$ cat src/rtl/env_evaporator_if.sv
// rtl/env_evaporator_if.sv - deposit/sweep request and cell lookup/write bus for env_evaporator
interface env_evaporator_if #(
  parameter int X_bits      = 2,
  parameter int Y_bits      = 2,
  parameter int SIGNAL_bits = 4
);
  logic                   start_sweep;
  logic                   dep_valid;
  logic                   dep_ready;
  logic [X_bits-1:0]      dep_X;
  logic [Y_bits-1:0]      dep_Y;
  logic [SIGNAL_bits-1:0] dep_amount;
  logic                   dep_take_sugar;
  logic [X_bits-1:0]      lookup_X;
  logic [Y_bits-1:0]      lookup_Y;
  logic [SIGNAL_bits-1:0] lookup_signal;
  logic                   lookup_sugar;
  logic [X_bits-1:0]      write_X;
  logic [Y_bits-1:0]      write_Y;
  logic                   write_flag;
  logic [SIGNAL_bits-1:0] write_signal;
  logic                   write_sugar;
  logic                   busy;
  logic                   sweep_done;

  // environment side: issues requests, serves cell lookups, absorbs writes
  modport master (
    output start_sweep, dep_valid, dep_X, dep_Y, dep_amount, dep_take_sugar,
    output lookup_signal, lookup_sugar,
    input  dep_ready, lookup_X, lookup_Y,
    input  write_X, write_Y, write_flag, write_signal, write_sugar,
    input  busy, sweep_done
  );

  // evaporator side
  modport slave (
    input  start_sweep, dep_valid, dep_X, dep_Y, dep_amount, dep_take_sugar,
    input  lookup_signal, lookup_sugar,
    output dep_ready, lookup_X, lookup_Y,
    output write_X, write_Y, write_flag, write_signal, write_sugar,
    output busy, sweep_done
  );
endinterface

$ cat src/rtl/env_evaporator.sv
// rtl/env_evaporator.sv - pheromone evaporation sweeper with interleaved deposit requests
module env_evaporator #(
  parameter int PIXELS_X    = 4,
  parameter int PIXELS_Y    = 3,
  parameter int X_bits      = 2,
  parameter int Y_bits      = 2,
  parameter int SIGNAL_bits = 4,
  parameter int DECAY       = 1
) (
  input  logic             newLocClock,
  input  logic             RESET_SIM,
  env_evaporator_if.slave  bus
);

  typedef enum logic [2:0] {IDLE, SW_RD, SW_WR, DEP_RD, DEP_WR} state_t;

  localparam logic [X_bits-1:0]      X_LAST  = X_bits'(PIXELS_X - 1);
  localparam logic [Y_bits-1:0]      Y_LAST  = Y_bits'(PIXELS_Y - 1);
  localparam logic [SIGNAL_bits-1:0] DECAY_V = SIGNAL_bits'(DECAY);
  localparam logic [SIGNAL_bits-1:0] SIG_MAX = '1;

  state_t                 state, state_nx;
  logic [X_bits-1:0]      cur_x, adv_x, lk_x_nx;
  logic [Y_bits-1:0]      cur_y, adv_y, lk_y_nx;
  logic                   cur_last;
  logic                   hs;
  logic                   sweep_on, busy_nx;
  logic                   fin_pend, fin_nx;
  logic                   done_nx;
  logic [SIGNAL_bits-1:0] amt_q;
  logic                   take_q;
  logic [SIGNAL_bits:0]   dep_sum;
  logic [SIGNAL_bits-1:0] wr_sig_nx;
  logic                   wr_sug_nx;

  assign cur_last     = (cur_x == X_LAST) && (cur_y == Y_LAST);
  assign bus.dep_ready = !RESET_SIM && (state == IDLE || state == SW_WR);
  assign hs           = bus.dep_valid && bus.dep_ready;
  assign bus.busy     = sweep_on;

  // raster successor of the sweep cursor, wrapping to (0,0) after the last cell
  always_comb begin
    adv_x = cur_x + 1'b1;
    adv_y = cur_y;
    if (cur_x == X_LAST) begin
      adv_x = '0;
      adv_y = cur_last ? '0 : cur_y + 1'b1;
    end
  end

  // next state: deposits are only taken in IDLE and between sweep cells
  always_comb begin
    state_nx = state;
    case (state)
      IDLE:    if (hs) state_nx = DEP_RD;
               else if (bus.start_sweep) state_nx = SW_RD;
      SW_RD:   state_nx = SW_WR;
      SW_WR:   if (hs) state_nx = DEP_RD;
               else if (cur_last) state_nx = IDLE;
               else state_nx = SW_RD;
      DEP_RD:  state_nx = DEP_WR;
      DEP_WR:  state_nx = (sweep_on && !fin_pend) ? SW_RD : IDLE;
      default: state_nx = IDLE;
    endcase
  end

  // next values of the registered outputs and sweep bookkeeping
  always_comb begin
    lk_x_nx   = bus.lookup_X;
    lk_y_nx   = bus.lookup_Y;
    wr_sig_nx = bus.write_signal;
    wr_sug_nx = bus.write_sugar;
    dep_sum   = {1'b0, bus.lookup_signal} + {1'b0, amt_q};
    if (state_nx == DEP_RD) begin
      lk_x_nx = bus.dep_X;
      lk_y_nx = bus.dep_Y;
    end else if (state_nx == SW_RD) begin
      lk_x_nx = (state == SW_WR) ? adv_x : cur_x;
      lk_y_nx = (state == SW_WR) ? adv_y : cur_y;
    end
    case (state)
      SW_RD: begin
        wr_sig_nx = (bus.lookup_signal > DECAY_V) ? bus.lookup_signal - DECAY_V : '0;
        wr_sug_nx = bus.lookup_sugar;
      end
      DEP_RD: begin
        wr_sig_nx = dep_sum[SIGNAL_bits] ? SIG_MAX : dep_sum[SIGNAL_bits-1:0];
        wr_sug_nx = take_q ? 1'b0 : bus.lookup_sugar;
      end
      default: ;
    endcase
    done_nx = (state == SW_WR && cur_last && !hs) || (state == DEP_WR && fin_pend);
    busy_nx = sweep_on;
    if (state == IDLE && bus.start_sweep) busy_nx = 1'b1;
    if (done_nx) busy_nx = 1'b0;
    fin_nx = fin_pend;
    if (state == SW_WR && cur_last && hs) fin_nx = 1'b1;
    if (state == DEP_WR) fin_nx = 1'b0;
  end

  // state, cursor, latched deposit and registered outputs
  always_ff @(posedge newLocClock) begin
    if (RESET_SIM) begin
      state            <= IDLE;
      cur_x            <= '0;
      cur_y            <= '0;
      sweep_on         <= 1'b0;
      fin_pend         <= 1'b0;
      amt_q            <= '0;
      take_q           <= 1'b0;
      bus.lookup_X     <= '0;
      bus.lookup_Y     <= '0;
      bus.write_X      <= '0;
      bus.write_Y      <= '0;
      bus.write_flag   <= 1'b0;
      bus.write_signal <= '0;
      bus.write_sugar  <= 1'b0;
      bus.sweep_done   <= 1'b0;
    end else begin
      state            <= state_nx;
      sweep_on         <= busy_nx;
      fin_pend         <= fin_nx;
      bus.lookup_X     <= lk_x_nx;
      bus.lookup_Y     <= lk_y_nx;
      bus.write_flag   <= (state_nx == SW_WR) || (state_nx == DEP_WR);
      bus.write_signal <= wr_sig_nx;
      bus.write_sugar  <= wr_sug_nx;
      bus.sweep_done   <= done_nx;
      if (state == SW_RD || state == DEP_RD) begin
        bus.write_X <= bus.lookup_X;
        bus.write_Y <= bus.lookup_Y;
      end
      if (state == SW_WR) begin
        cur_x <= adv_x;
        cur_y <= adv_y;
      end
      if (hs) begin
        amt_q  <= bus.dep_amount;
        take_q <= bus.dep_take_sugar;
      end
    end
  end

endmodule

$ cat src/flat_wrapper.sv
// flat-port wrapper written by rule: the top's interface ports become plain ports
module env_evaporator_flat 
#(
  parameter int PIXELS_X    = 4,
  parameter int PIXELS_Y    = 3,
  parameter int X_bits      = 2,
  parameter int Y_bits      = 2,
  parameter int SIGNAL_bits = 4,
  parameter int DECAY       = 1
)
  (newLocClock, RESET_SIM, bus_start_sweep, bus_dep_valid, bus_dep_X, bus_dep_Y, bus_dep_amount, bus_dep_take_sugar, bus_lookup_signal, bus_lookup_sugar, bus_dep_ready, bus_lookup_X, bus_lookup_Y, bus_write_X, bus_write_Y, bus_write_flag, bus_write_signal, bus_write_sugar, bus_busy, bus_sweep_done);
  env_evaporator_if #(.X_bits(X_bits), .Y_bits(Y_bits), .SIGNAL_bits(SIGNAL_bits)) bus_i ();
  input  logic newLocClock;
  input  logic RESET_SIM;
  input wire logic [$bits(bus_i.start_sweep)-1:0] bus_start_sweep;
  input wire logic [$bits(bus_i.dep_valid)-1:0] bus_dep_valid;
  input wire logic [$bits(bus_i.dep_X)-1:0] bus_dep_X;
  input wire logic [$bits(bus_i.dep_Y)-1:0] bus_dep_Y;
  input wire logic [$bits(bus_i.dep_amount)-1:0] bus_dep_amount;
  input wire logic [$bits(bus_i.dep_take_sugar)-1:0] bus_dep_take_sugar;
  input wire logic [$bits(bus_i.lookup_signal)-1:0] bus_lookup_signal;
  input wire logic [$bits(bus_i.lookup_sugar)-1:0] bus_lookup_sugar;
  output wire logic [$bits(bus_i.dep_ready)-1:0] bus_dep_ready;
  output wire logic [$bits(bus_i.lookup_X)-1:0] bus_lookup_X;
  output wire logic [$bits(bus_i.lookup_Y)-1:0] bus_lookup_Y;
  output wire logic [$bits(bus_i.write_X)-1:0] bus_write_X;
  output wire logic [$bits(bus_i.write_Y)-1:0] bus_write_Y;
  output wire logic [$bits(bus_i.write_flag)-1:0] bus_write_flag;
  output wire logic [$bits(bus_i.write_signal)-1:0] bus_write_signal;
  output wire logic [$bits(bus_i.write_sugar)-1:0] bus_write_sugar;
  output wire logic [$bits(bus_i.busy)-1:0] bus_busy;
  output wire logic [$bits(bus_i.sweep_done)-1:0] bus_sweep_done;
  assign bus_i.start_sweep = bus_start_sweep;
  assign bus_i.dep_valid = bus_dep_valid;
  assign bus_i.dep_X = bus_dep_X;
  assign bus_i.dep_Y = bus_dep_Y;
  assign bus_i.dep_amount = bus_dep_amount;
  assign bus_i.dep_take_sugar = bus_dep_take_sugar;
  assign bus_i.lookup_signal = bus_lookup_signal;
  assign bus_i.lookup_sugar = bus_lookup_sugar;
  assign bus_dep_ready = bus_i.dep_ready;
  assign bus_lookup_X = bus_i.lookup_X;
  assign bus_lookup_Y = bus_i.lookup_Y;
  assign bus_write_X = bus_i.write_X;
  assign bus_write_Y = bus_i.write_Y;
  assign bus_write_flag = bus_i.write_flag;
  assign bus_write_signal = bus_i.write_signal;
  assign bus_write_sugar = bus_i.write_sugar;
  assign bus_busy = bus_i.busy;
  assign bus_sweep_done = bus_i.sweep_done;
  env_evaporator #(.PIXELS_X(PIXELS_X), .PIXELS_Y(PIXELS_Y), .X_bits(X_bits), .Y_bits(Y_bits), .SIGNAL_bits(SIGNAL_bits), .DECAY(DECAY)) u_core (.newLocClock(newLocClock), .RESET_SIM(RESET_SIM), .bus(bus_i));
endmodule
$ cat config.mk
export PLATFORM = sky130hd
export DESIGN_NAME = env_evaporator_flat
export DESIGN_NICKNAME = d
export VERILOG_FILES = /design/src/rtl/env_evaporator_if.sv /design/src/rtl/env_evaporator.sv /design/src/flat_wrapper.sv
export SDC_FILE = /design/constraint.sdc
export NUM_CORES = 1
export LEC_CHECK = 0
export CAP_MARGIN = 30
export CORE_MARGIN = 2
export CORE_UTILIZATION = 44
export DETAILED_ROUTE_END_ITERATION = 7
export PLACE_DENSITY = 0.75
export SLEW_MARGIN = 10
export SYNTH_ARGS = -nofsm -noshare
export SYNTH_HDL_FRONTEND = slang
export SYNTH_SLANG_ARGS = --single-unit
$ cat constraint.sdc
create_clock -name newLocClock -period 1.4 [get_ports newLocClock]
set_input_delay 0.28 -clock newLocClock [delete_from_list [all_inputs] [get_ports newLocClock]]
set_output_delay 0.28 -clock newLocClock [all_outputs]
set_load 0.03 [all_outputs]
======== Word-level counts from Yosys, hierarchy flattened ========
Cells that the tools add are included.
word-level totals
  output and inout port bits .............. 17
  logic and storage cells ................. 71
  bits of input ports ..................... 18
  register bits after elaboration ......... 29
operators by class
  muxes and demuxes ....................... 20
  add/sub/neg operators ................... 4
  reduce and logical (&&, ||, !) cells .... 21
  equality and inequality tests ........... 10
  magnitude comparators ................... 1
operators with widths
  operator                                                                         count
  2-bit 2-to-1 mux                                                                 9
  3-bit case mux with 5 select lines                                               1
  3-bit by 2-bit equality test with 1-bit output, second input constant            4
  1-bit logical AND                                                                9
  3-bit 2-to-1 mux                                                                 3
  4-bit 2-to-1 mux                                                                 2
  4-bit case mux with 2 select lines                                               1
  3-bit by 1-bit equality test with 1-bit output, second input constant            2
  3-bit equality test, second input constant                                       2
  4-bit by 4-bit adder with 5-bit output                                           1
  2-bit by 1-bit adder with 2-bit output, second input constant                    2
  2-bit equality test, second input constant                                       2
  4-bit by 1-bit greater-than comparator with 1-bit output, second input constant  1
  1-bit logical OR                                                                 4
  2-bit nonzero test                                                               2
  2-bit OR reduction                                                               2
  4-bit by 1-bit subtractor with 4-bit output, second input constant               1
  1-bit logical NOT                                                                3
  3-bit logical NOT                                                                1
  1-bit 2-to-1 mux                                                                 3
  1-bit case mux with 2 select lines                                               1

======== Depth between registers and ports, before layout ========
Gate-level depths: netlist of run 1.
  depth after elaboration ................. 9
  gate-level depth with buffers ........... 8
  depth with buffers taken out ............ 8

======== Worst setup path before layout of run 1 ========
OpenSTA, ideal clock, no wires.
  kind .................................... reg2reg
  start ................................... register u_core.state[0]
  end ..................................... register u_core.bus.lookup_X[0]
  buffers on the path ..................... 1
  arrival time ............................ 1.491 ns
  period minus slack after synthesis ...... 1.608 ns
  required time ........................... 1.283 ns
  path slack .............................. -0.208 ns
  cell stages (with the launch flop) ...... 7
  library setup time ...................... 0.117 ns
  cells stage by stage .................... dfxtp_1 -> buf_6 -> nor3_2 -> nand2_1 -> o311ai_4 -> nor2_1 -> o2bb2ai_1
between the ends
  word-level cells in the longest chain between the ends .. 8
  elaborated cells on any way between the ends .. 18
  those cells by class .................... eq/ne (6); mux (7); reduce/logical (5)
RTL lines
  item                                                                                                                     line                                        RTL
  start: declaration                                                                                                       env_evaporator.sv:22                        state_t state, state_nx;
  start signal: assignment                                                                                                 env_evaporator.sv:120                       state <= state_nx;
  3-bit by 2-bit equality test with 1-bit output / 3-bit logical NOT (equally long branches)                               env_evaporator.sv:37                        assign bus.dep_ready = !RESET_SIM && (state == IDLE || state == SW_WR);
  1-bit logical OR *                                                                                                       env_evaporator.sv:37
  1-bit logical AND *                                                                                                      env_evaporator.sv:37
  named net bus_dep_ready                                                                                                  flat_wrapper.sv:23                          output wire logic [$bits(bus_i.dep_ready)-1:0] bus_dep_ready;
  1-bit logical AND *                                                                                                      env_evaporator.sv:38                        assign hs = bus.dep_valid && bus.dep_ready;
  3-bit 2-to-1 mux (on tied branches)                                                                                      env_evaporator.sv:58, env_evaporator.sv:55
  3-bit case mux with 5 select lines *                                                                                     env_evaporator.sv:54                        case (state)
  3-bit by 2-bit equality test with 1-bit output / 3-bit by 1-bit equality test with 1-bit output (equally long branches)  env_evaporator.sv:74, env_evaporator.sv:77
  2-bit 2-to-1 mux / 2-bit nonzero test (equally long branches)                                                            -
  end signal: assignment                                                                                                   env_evaporator.sv:123                       bus.lookup_X <= lk_x_nx;
  end: declaration                                                                                                         env_evaporator_if.sv:39                     output dep_ready, lookup_X, lookup_Y,
Mark *: on every way through the listed nets, which the timed path passes. The rest lies on a longest branch. The select of a mux whose other input is x is not followed.
A chain may end at the register's enable or synchronous reset.

======== Final worst setup path of run 1 ========
  start ................................... register u_core.amt_q[0]
  end ..................................... register u_core.bus.write_signal[1]
between the ends
  word-level cells in the longest chain between the ends .. 3
RTL lines
  item                                    line                     RTL
  start: declaration                      env_evaporator.sv:30     logic [SIGNAL_bits-1:0] amt_q;
  start signal: assignment                env_evaporator.sv:138    amt_q <= bus.dep_amount;
  4-bit by 4-bit adder with 5-bit output  env_evaporator.sv:73     dep_sum = {1'b0, bus.lookup_signal} + {1'b0, amt_q};
  4-bit 2-to-1 mux                        env_evaporator.sv:87     wr_sig_nx = dep_sum[SIGNAL_bits] ? SIG_MAX : dep_sum[SIGNAL_bits-1:0];
  4-bit case mux with 2 select lines      env_evaporator.sv:81     case (state)
  end signal: assignment                  env_evaporator.sv:126    bus.write_signal <= wr_sig_nx;
  end: declaration                        env_evaporator_if.sv:40  output write_X, write_Y, write_flag, write_signal, write_sugar,
No other way between the ends.

==> qor.csv, run 1 <==
metric,value,unit
grt_pass1_vias,1358,
fp.coreArea,0.00310,mm2
fmax,636,MHz
multi_input_area,865,um2
io_buffers,34,
hpwl,2.79,mm
root_buffer,clkbuf_4,
p_comb_frac,0.334,
wire_per_inst,13.6,um
drt_pass1_iterations,6,
setup_viol,6,
slew_headroom,0.779,
cp-start-kind,flop,
initial_core_util,0.471,
drt_iter0_markers,74,
setup.worst_path.class,flop to flop,
p_per_area,1020,mW/mm2
final_common_cell,buf_4,
syn_inst,165,
hold_class,flop to flop,
power_frac_seq,0.433,
cp.arrival,1.80,ns
cts_tree,built,
p_sw,720,uW
p_leak,0.931,nW
antenna_found_initial,0,
worstHoldPathCells,2,
slew_violations,0,
drcViolationCount,0,
clockBufferDepth,2,
row_count,20,
rsz0062_at_grt,yes,
worst_pin_slew,0.331,ns
fin_crit_sh,1.12,
fin_setup_tns,-0.697,ns
yosysTopAreaCell,dfxtp_1,
avgSynthCellArea,8.85,um2
outcome,"finished, violations left",
post_drt_via_cell_ratio,5.08,
drive_above_1_share,0.286,
die-width,61.6,um
ctsHtreeMaxLevel,2,
crit_path_max_fanout,2,
clk_latency,0.33,ns
synth_seq_cells,29,
numCtsBuffers,5,
finalPower,2.20,mW
nFillCells,251,
cp.required,1.63,ns
cts_hold_buf,0,
final-seq-area,594,um2
synthDistinctLibCells,41,
synthTopCellsByArea,"dfxtp_1, nand2_1, ha_1, a21oi_1, nor2_1",
cts.clk_slew.worst_paths,0.08,ns
grt.overflow.total,0,
ys_seq_area_frac,0.398,
finalHoldViolCount,0,
wl,3.69,mm
cts.sinks,29,
intPower,1.48,mW
fin_nets,253,
antenna-diode-count,0,
grt_usage,0.216,
syn2layout_area_growth,48.3,%
antenna_left,0,
synth_area,0.00146,mm2
synth_top_area_share,0.398,
synth_fp_nets,191,
min_period,1.57,ns
via_count,1378,
globalplace.congestion,0.968,
whs,0.459,ns
fin_skew,0.00237,ns
die_y,61.6,um
grt_pass1_wl,5.94,mm
most-common-layout-cells,"buf_4, dfxtp_1, nand2_1",
yosysWarnings,0,
violations,setup timing,
setup_ws,-0.173,ns
r2r_cells,6,
switching_share,0.327,
num_io_pins,35,
peakVddDrop,0.705,mV
grt_max_degree,19,
maxCapViolCount,0,
die-area,0.00380,mm2
power_frac_clock,0.233,
end_kind,flop,
## cells in the mapped netlist
| cell | number |
|---|---|
| inv_1 | 8 |
| a31oi_1 | 4 |
| fa_1 | 1 |
| nand2_1 | 24 |
| a211oi_1 | 1 |
| and2_1 | 2 |
| ha_1 | 7 |
| o21ai_0 | 2 |
| o31ai_1 | 2 |
| o311ai_0 | 1 |
| nor3b_4 | 1 |
| o2bb2ai_1 | 4 |
| nor2b_1 | 4 |
| nand2b_1 | 4 |
| a21oi_2 | 1 |
| buf_1 | 1 |
| xor2_1 | 2 |
| a21o_1 | 1 |
| a22oi_1 | 3 |
| nor2_2 | 1 |
| nor3_2 | 1 |
| mux2i_1 | 4 |
| and4bb_2 | 1 |
| o311ai_4 | 1 |
| nand3_1 | 1 |
| nand2b_2 | 1 |
| o21ai_2 | 1 |
| a21oi_1 | 11 |
| nor2_1 | 13 |
| inv_2 | 1 |
| nand4_1 | 2 |
| nor3_1 | 4 |
| nand3b_1 | 2 |
| buf_6 | 2 |
| o21bai_1 | 1 |
| and3b_1 | 1 |
| dfxtp_1 | 29 |
| a221oi_1 | 1 |
| o21ai_1 | 7 |
| nor4b_4 | 1 |
| buf_2 | 6 |
## critical path, cell delays in order, from the launching register on
cell      delay, ns
dfxtp_4        0.37
ha_4           0.13
inv_2          0.04
fa_2           0.56
a31oi_1        0.09
a221oi_1       0.21
nor2_1         0.06
## stage by stage
stage	setup WS (ns)	utilization	instances	cell area, um2
2_1_floorplan	-0.0361	-	165	1490
3_3_place_gp	-0.560	0.652	259	2020
3_5_place_dp	-0.632	0.652	259	2020
4_1_cts	-0.178	0.677	269	2100
5_1_grt	-0.278	0.698	271	2170
6_report	-0.173	0.698	271	2170
## metal layers
layer  up-vias  part of all wire  routed length (um)  GRT usage
li1        700                 -                   -          -
met1       640              0.44                1640      0.261
met2        32              0.50                1850      0.362
met3         6             0.038                 141     0.0588
met4         0             0.015                  57     0.0881
met5         -                 0                   0          0
## timing repair
item / 4_1_cts / 5_1_grt
endpoints found under the setup margin: 25 / 17
pin swaps: 12 / 6
setup buffers: 4 / 2
gates resized for setup: 34 / 17
cloned: 0 / 0
## layout make-up
type | count | area share
Sequential cell | 29 | 0.274
Tap cell | 44 | 0.0254
Clock buffer | 7 | 0.0254
Inverter | 9 | 0.0156
Timing Repair Buffer | 64 | 0.260
Multi-Input combinational cell | 118 | 0.399
## cells by family after synthesis
logic type      count (synthesis)  share of synthesized area
mux                             4                     0.0274
fa+ha+maj                       8                     0.0737
buf+inv                        18                     0.0617
xor+xnor                        2                     0.0120
compound gates                 41                      0.193
simple gates                   63                      0.235
flops                          29                      0.398
## power by group through the flow
stage | Clock [mW] | Combinational [mW] | Sequential [mW]
after CTS | 0.529 | 0.699 | 0.949
after detailed placement | 0 | 0.695 | 0.971
final | 0.513 | 0.737 | 0.953
after global routing | 0.565 | 0.802 | 0.960
after floorplan | 0 | 0.324 | 1.04
after global placement | 0 | 0.672 | 0.970
## registers in the layout, indices dropped and copies added, names as in the netlist, 2 cells and up
register	flops
u_core.bus.lookup_Y	2
u_core.amt_q	4
u_core.bus.write_X	2
u_core.cur_y	2
u_core.cur_x	2
u_core.state	3
u_core.bus.write_Y	2
u_core.bus.lookup_X	2
u_core.bus.write_signal	4
## path summary, 6_finish.rpt
path	startpoint	endpoint	slack, ns
worst max-delay path	u_core.amt_q[0]	u_core.bus.write_signal[1]	-0.17
worst min register to register	u_core.bus.write_sugar	u_core.bus.write_sugar	0.46
worst min-delay path	u_core.bus.write_sugar	u_core.bus.write_sugar	0.46
worst max register to register	u_core.amt_q[0]	u_core.bus.write_signal[1]	-0.17
Note: power is estimated with default switching activity, not from simulation.
==> run 2, diff against run 1 <==
--- a/config.mk
+++ b/config.mk
@@ -8,6 +8,7 @@
 export CAP_MARGIN = 30
 export CORE_MARGIN = 2
 export CORE_UTILIZATION = 44
+export CTS_CLUSTER_SIZE = 28
 export DETAILED_ROUTE_END_ITERATION = 7
 export PLACE_DENSITY = 0.75
 export SLEW_MARGIN = 10
==> results of run 2 <==
Same layout as run 1: the final DEF is identical, and so are final timing and power.
==> run 3, diff against run 2 <==
--- a/config.mk
+++ b/config.mk
@@ -11,6 +11,7 @@
 export CTS_CLUSTER_SIZE = 28
 export DETAILED_ROUTE_END_ITERATION = 7
 export PLACE_DENSITY = 0.75
+export SETUP_SLACK_MARGIN = 0.3
 export SLEW_MARGIN = 10
 export SYNTH_ARGS = -nofsm -noshare
 export SYNTH_HDL_FRONTEND = slang
==> run 3 against run 2 <==
Effect of this change: the run still ends with setup timing left; sequential share of layout area fell by 3.3 points; sequential power rose by 2%; routed wire length grew 30%; cell count increased by 5.2%; non-clock buffer count grew 13.
==> qor.csv, run 3 (synthesized netlist as in run 1, its figures left out) <==
metric,value,unit,change
hp-start,u_core.bus.write_Y[1],,was u_core.bus.write_sugar
fp.coreArea,0.00310,mm2,unchanged
cts_tree,built,,unchanged
end_kind,flop,,unchanged
fin_nets,266,,was 253
wire_per_inst,16.8,um,was 13.6 um
drive_above_1_share,0.560,,was 0.286
crit_path_max_fanout,2,,unchanged
hold_class,flop to flop,,unchanged
via_count,1511,,"was 1,378"
grt_pass1_wl,6.64,mm,was 5.94 mm
slew_violations,0,,unchanged
num_io_pins,35,,unchanged
p_comb_frac,0.397,,was 0.334
fin_skew,0.0243,ns,was 0.00237 ns
grt_max_degree,23,,was 19
peakVddDrop,0.652,mV,was 0.705 mV
finalHoldViolCount,0,,unchanged
cpPeakStageDelay,0.34,ns,was 0.56 ns
ctsHtreeMaxLevel,2,,unchanged
worstReg2RegStart,u_core.amt_q[1],,was u_core.amt_q[0]
root_buffer,clkbuf_4,,unchanged
rsz0062_at_grt,yes,,unchanged
min_period,1.58,ns,was 1.57 ns
maxCapViolCount,0,,unchanged
intPower,1.58,mW,was 1.48 mW
worst_pin_slew,0.329,ns,was 0.331 ns
clk_latency,0.33,ns,about the same
fmax,635,MHz,was 636 MHz
drt_iter0_markers,59,,was 74
outcome,"finished, violations left",,unchanged
initial_core_util,0.471,,unchanged
reg_top3,"u_core.amt_q x4, u_core.bus.write_signal x4, u_core.state x3",,unchanged
slew_headroom,0.780,,was 0.779
antenna-diode-count,0,,unchanged
cp-start-kind,flop,,unchanged
setup_viol,13,,was 6
cp.buffers_inverters,0,,was 1
p_sw,854,uW,was 720 uW
switching_share,0.350,,was 0.327
row_count,20,,unchanged
path_cells,ha_1 > a21o_1 > a21oi_4 > a31oi_4 > o311ai_2 > a21oi_1,,was ha_4 > inv_2 > fa_2 > a31oi_1 > a221oi_1 > nor2_1
wl,4.78,mm,was 3.69 mm
power_frac_clock,0.205,,was 0.233
hpwl,2.65,mm,was 2.79 mm
setup_ws,-0.175,ns,was -0.173 ns
die-area,0.00380,mm2,unchanged
cts.sinks,29,,unchanged
die-width,61.6,um,unchanged
grt.overflow.total,0,,unchanged
grt_usage,0.240,,was 0.216
grt_pass1_vias,1508,,"was 1,358"
antenna_left,0,,unchanged
finalPower,2.44,mW,was 2.20 mW
drt_pass1_iterations,4,,was 6
cp.required,1.60,ns,was 1.63 ns
cts_hold_buf,0,,unchanged
whs,0.470,ns,was 0.459 ns
io_buffers,34,,unchanged
p_leak,1.06,nW,was 0.931 nW
most-common-layout-cells,"buf_6, buf_4, dfxtp_2",,"was buf_4, dfxtp_1, nand2_1"
final_common_cell,buf_6,,was buf_4
die_y,61.6,um,unchanged
violations,setup timing,,unchanged
crit_slowest_cell,dfxtp_2,,was fa_2
globalplace.congestion,0.804,,was 0.968
numCtsBuffers,5,,unchanged
cp.arrival,1.77,ns,was 1.80 ns
p_per_area,957,mW/mm2,was 1020 mW/mm2
syn2layout_area_growth,74.5,%,was 48.3%
antenna_found_initial,0,,unchanged
fin_crit_sh,1.13,,was 1.12
setup.worst_path.class,flop to flop,,unchanged
crit_path_start,u_core.amt_q[1],,was u_core.amt_q[0]
drcViolationCount,0,,unchanged
cp_top_family,compound AO/OA/AOI/OAI gates,,was adder cells
post_drt_via_cell_ratio,5.30,,was 5.08
power_frac_seq,0.398,,was 0.433
clockBufferDepth,2,,unchanged
cts.clk_slew.worst_paths,0.10,ns,was 0.08 ns
-- run 3: power by group through the flow --
stage	registers [mW]	logic, mW	clock network (mW)
after floorplan	1.04	0.334	0
after global placement	0.968	0.660	0
after detailed placement	0.970	0.681	0
after CTS	0.965	0.809	0.485
after global routing	0.978	1.03	0.539
final	0.971	0.967	0.500
-- run 3: metal layers --
metal | part of all wire | GRT usage | wire length, um | vias up
met5 | 0 | 0 | 0 | -
met1 | 0.42 | 0.290 | 1990 | 734
met4 | 0.022 | 0.103 | 104 | 0
li1 | - | - | - | 730
met3 | 0.035 | 0.0567 | 166 | 12
met2 | 0.53 | 0.408 | 2520 | 35
-- run 3: what timing repair did --
action | 4_1_cts | 5_1_grt
setup endpoints to repair | 46 | 46
buffers inserted | 15 | 7
pin swaps | 21 | 15
resized for setup | 154 | 51
gates cloned | 1 | 0
-- run 3: area by class of cell --
type,instances,area [um2]
Multi-Input combinational cell,118,1020
Timing Repair Buffer,77,767
Sequential cell,29,614
Fill cell,185,554
Tap cell,44,55.1
Clock buffer,6,41.3
Inverter,9,38.8
Clock inverter,2,10.0
-- run 3: worst reg2reg max path, cell delays in order (launching register included) --
cell and delay, ns:
dfxtp_2 0.34, ha_1 0.27, a21o_1 0.23, a21oi_4 0.17
a31oi_4 0.04, o311ai_2 0.31, a21oi_1 0.10
-- run 3: worst paths after layout --
path                                              endpoint  slack (ns)  cells after the start
worst min register to register       u_core.bus.write_Y[1]        0.47                      2
worst max register to register  u_core.bus.write_signal[3]       -0.18                      6
worst max-delay path            u_core.bus.write_signal[3]       -0.18                      6
worst min-delay path                 u_core.bus.write_Y[1]        0.47                      2
-- run 3: stage by stage --
stage,util,cells,setup TNS [ns],worst slack [ns],cell area [um2]
global placement,0.643,254,-4.82,-0.586,2000
floorplan,-,165,-0.0379,-0.0361,1500
CTS,0.738,278,-0.496,-0.178,2290
global route,0.821,285,-1.89,-0.275,2550
detailed placement,0.643,254,-5.81,-0.637,2000
finish,0.821,285,-1.02,-0.175,2550
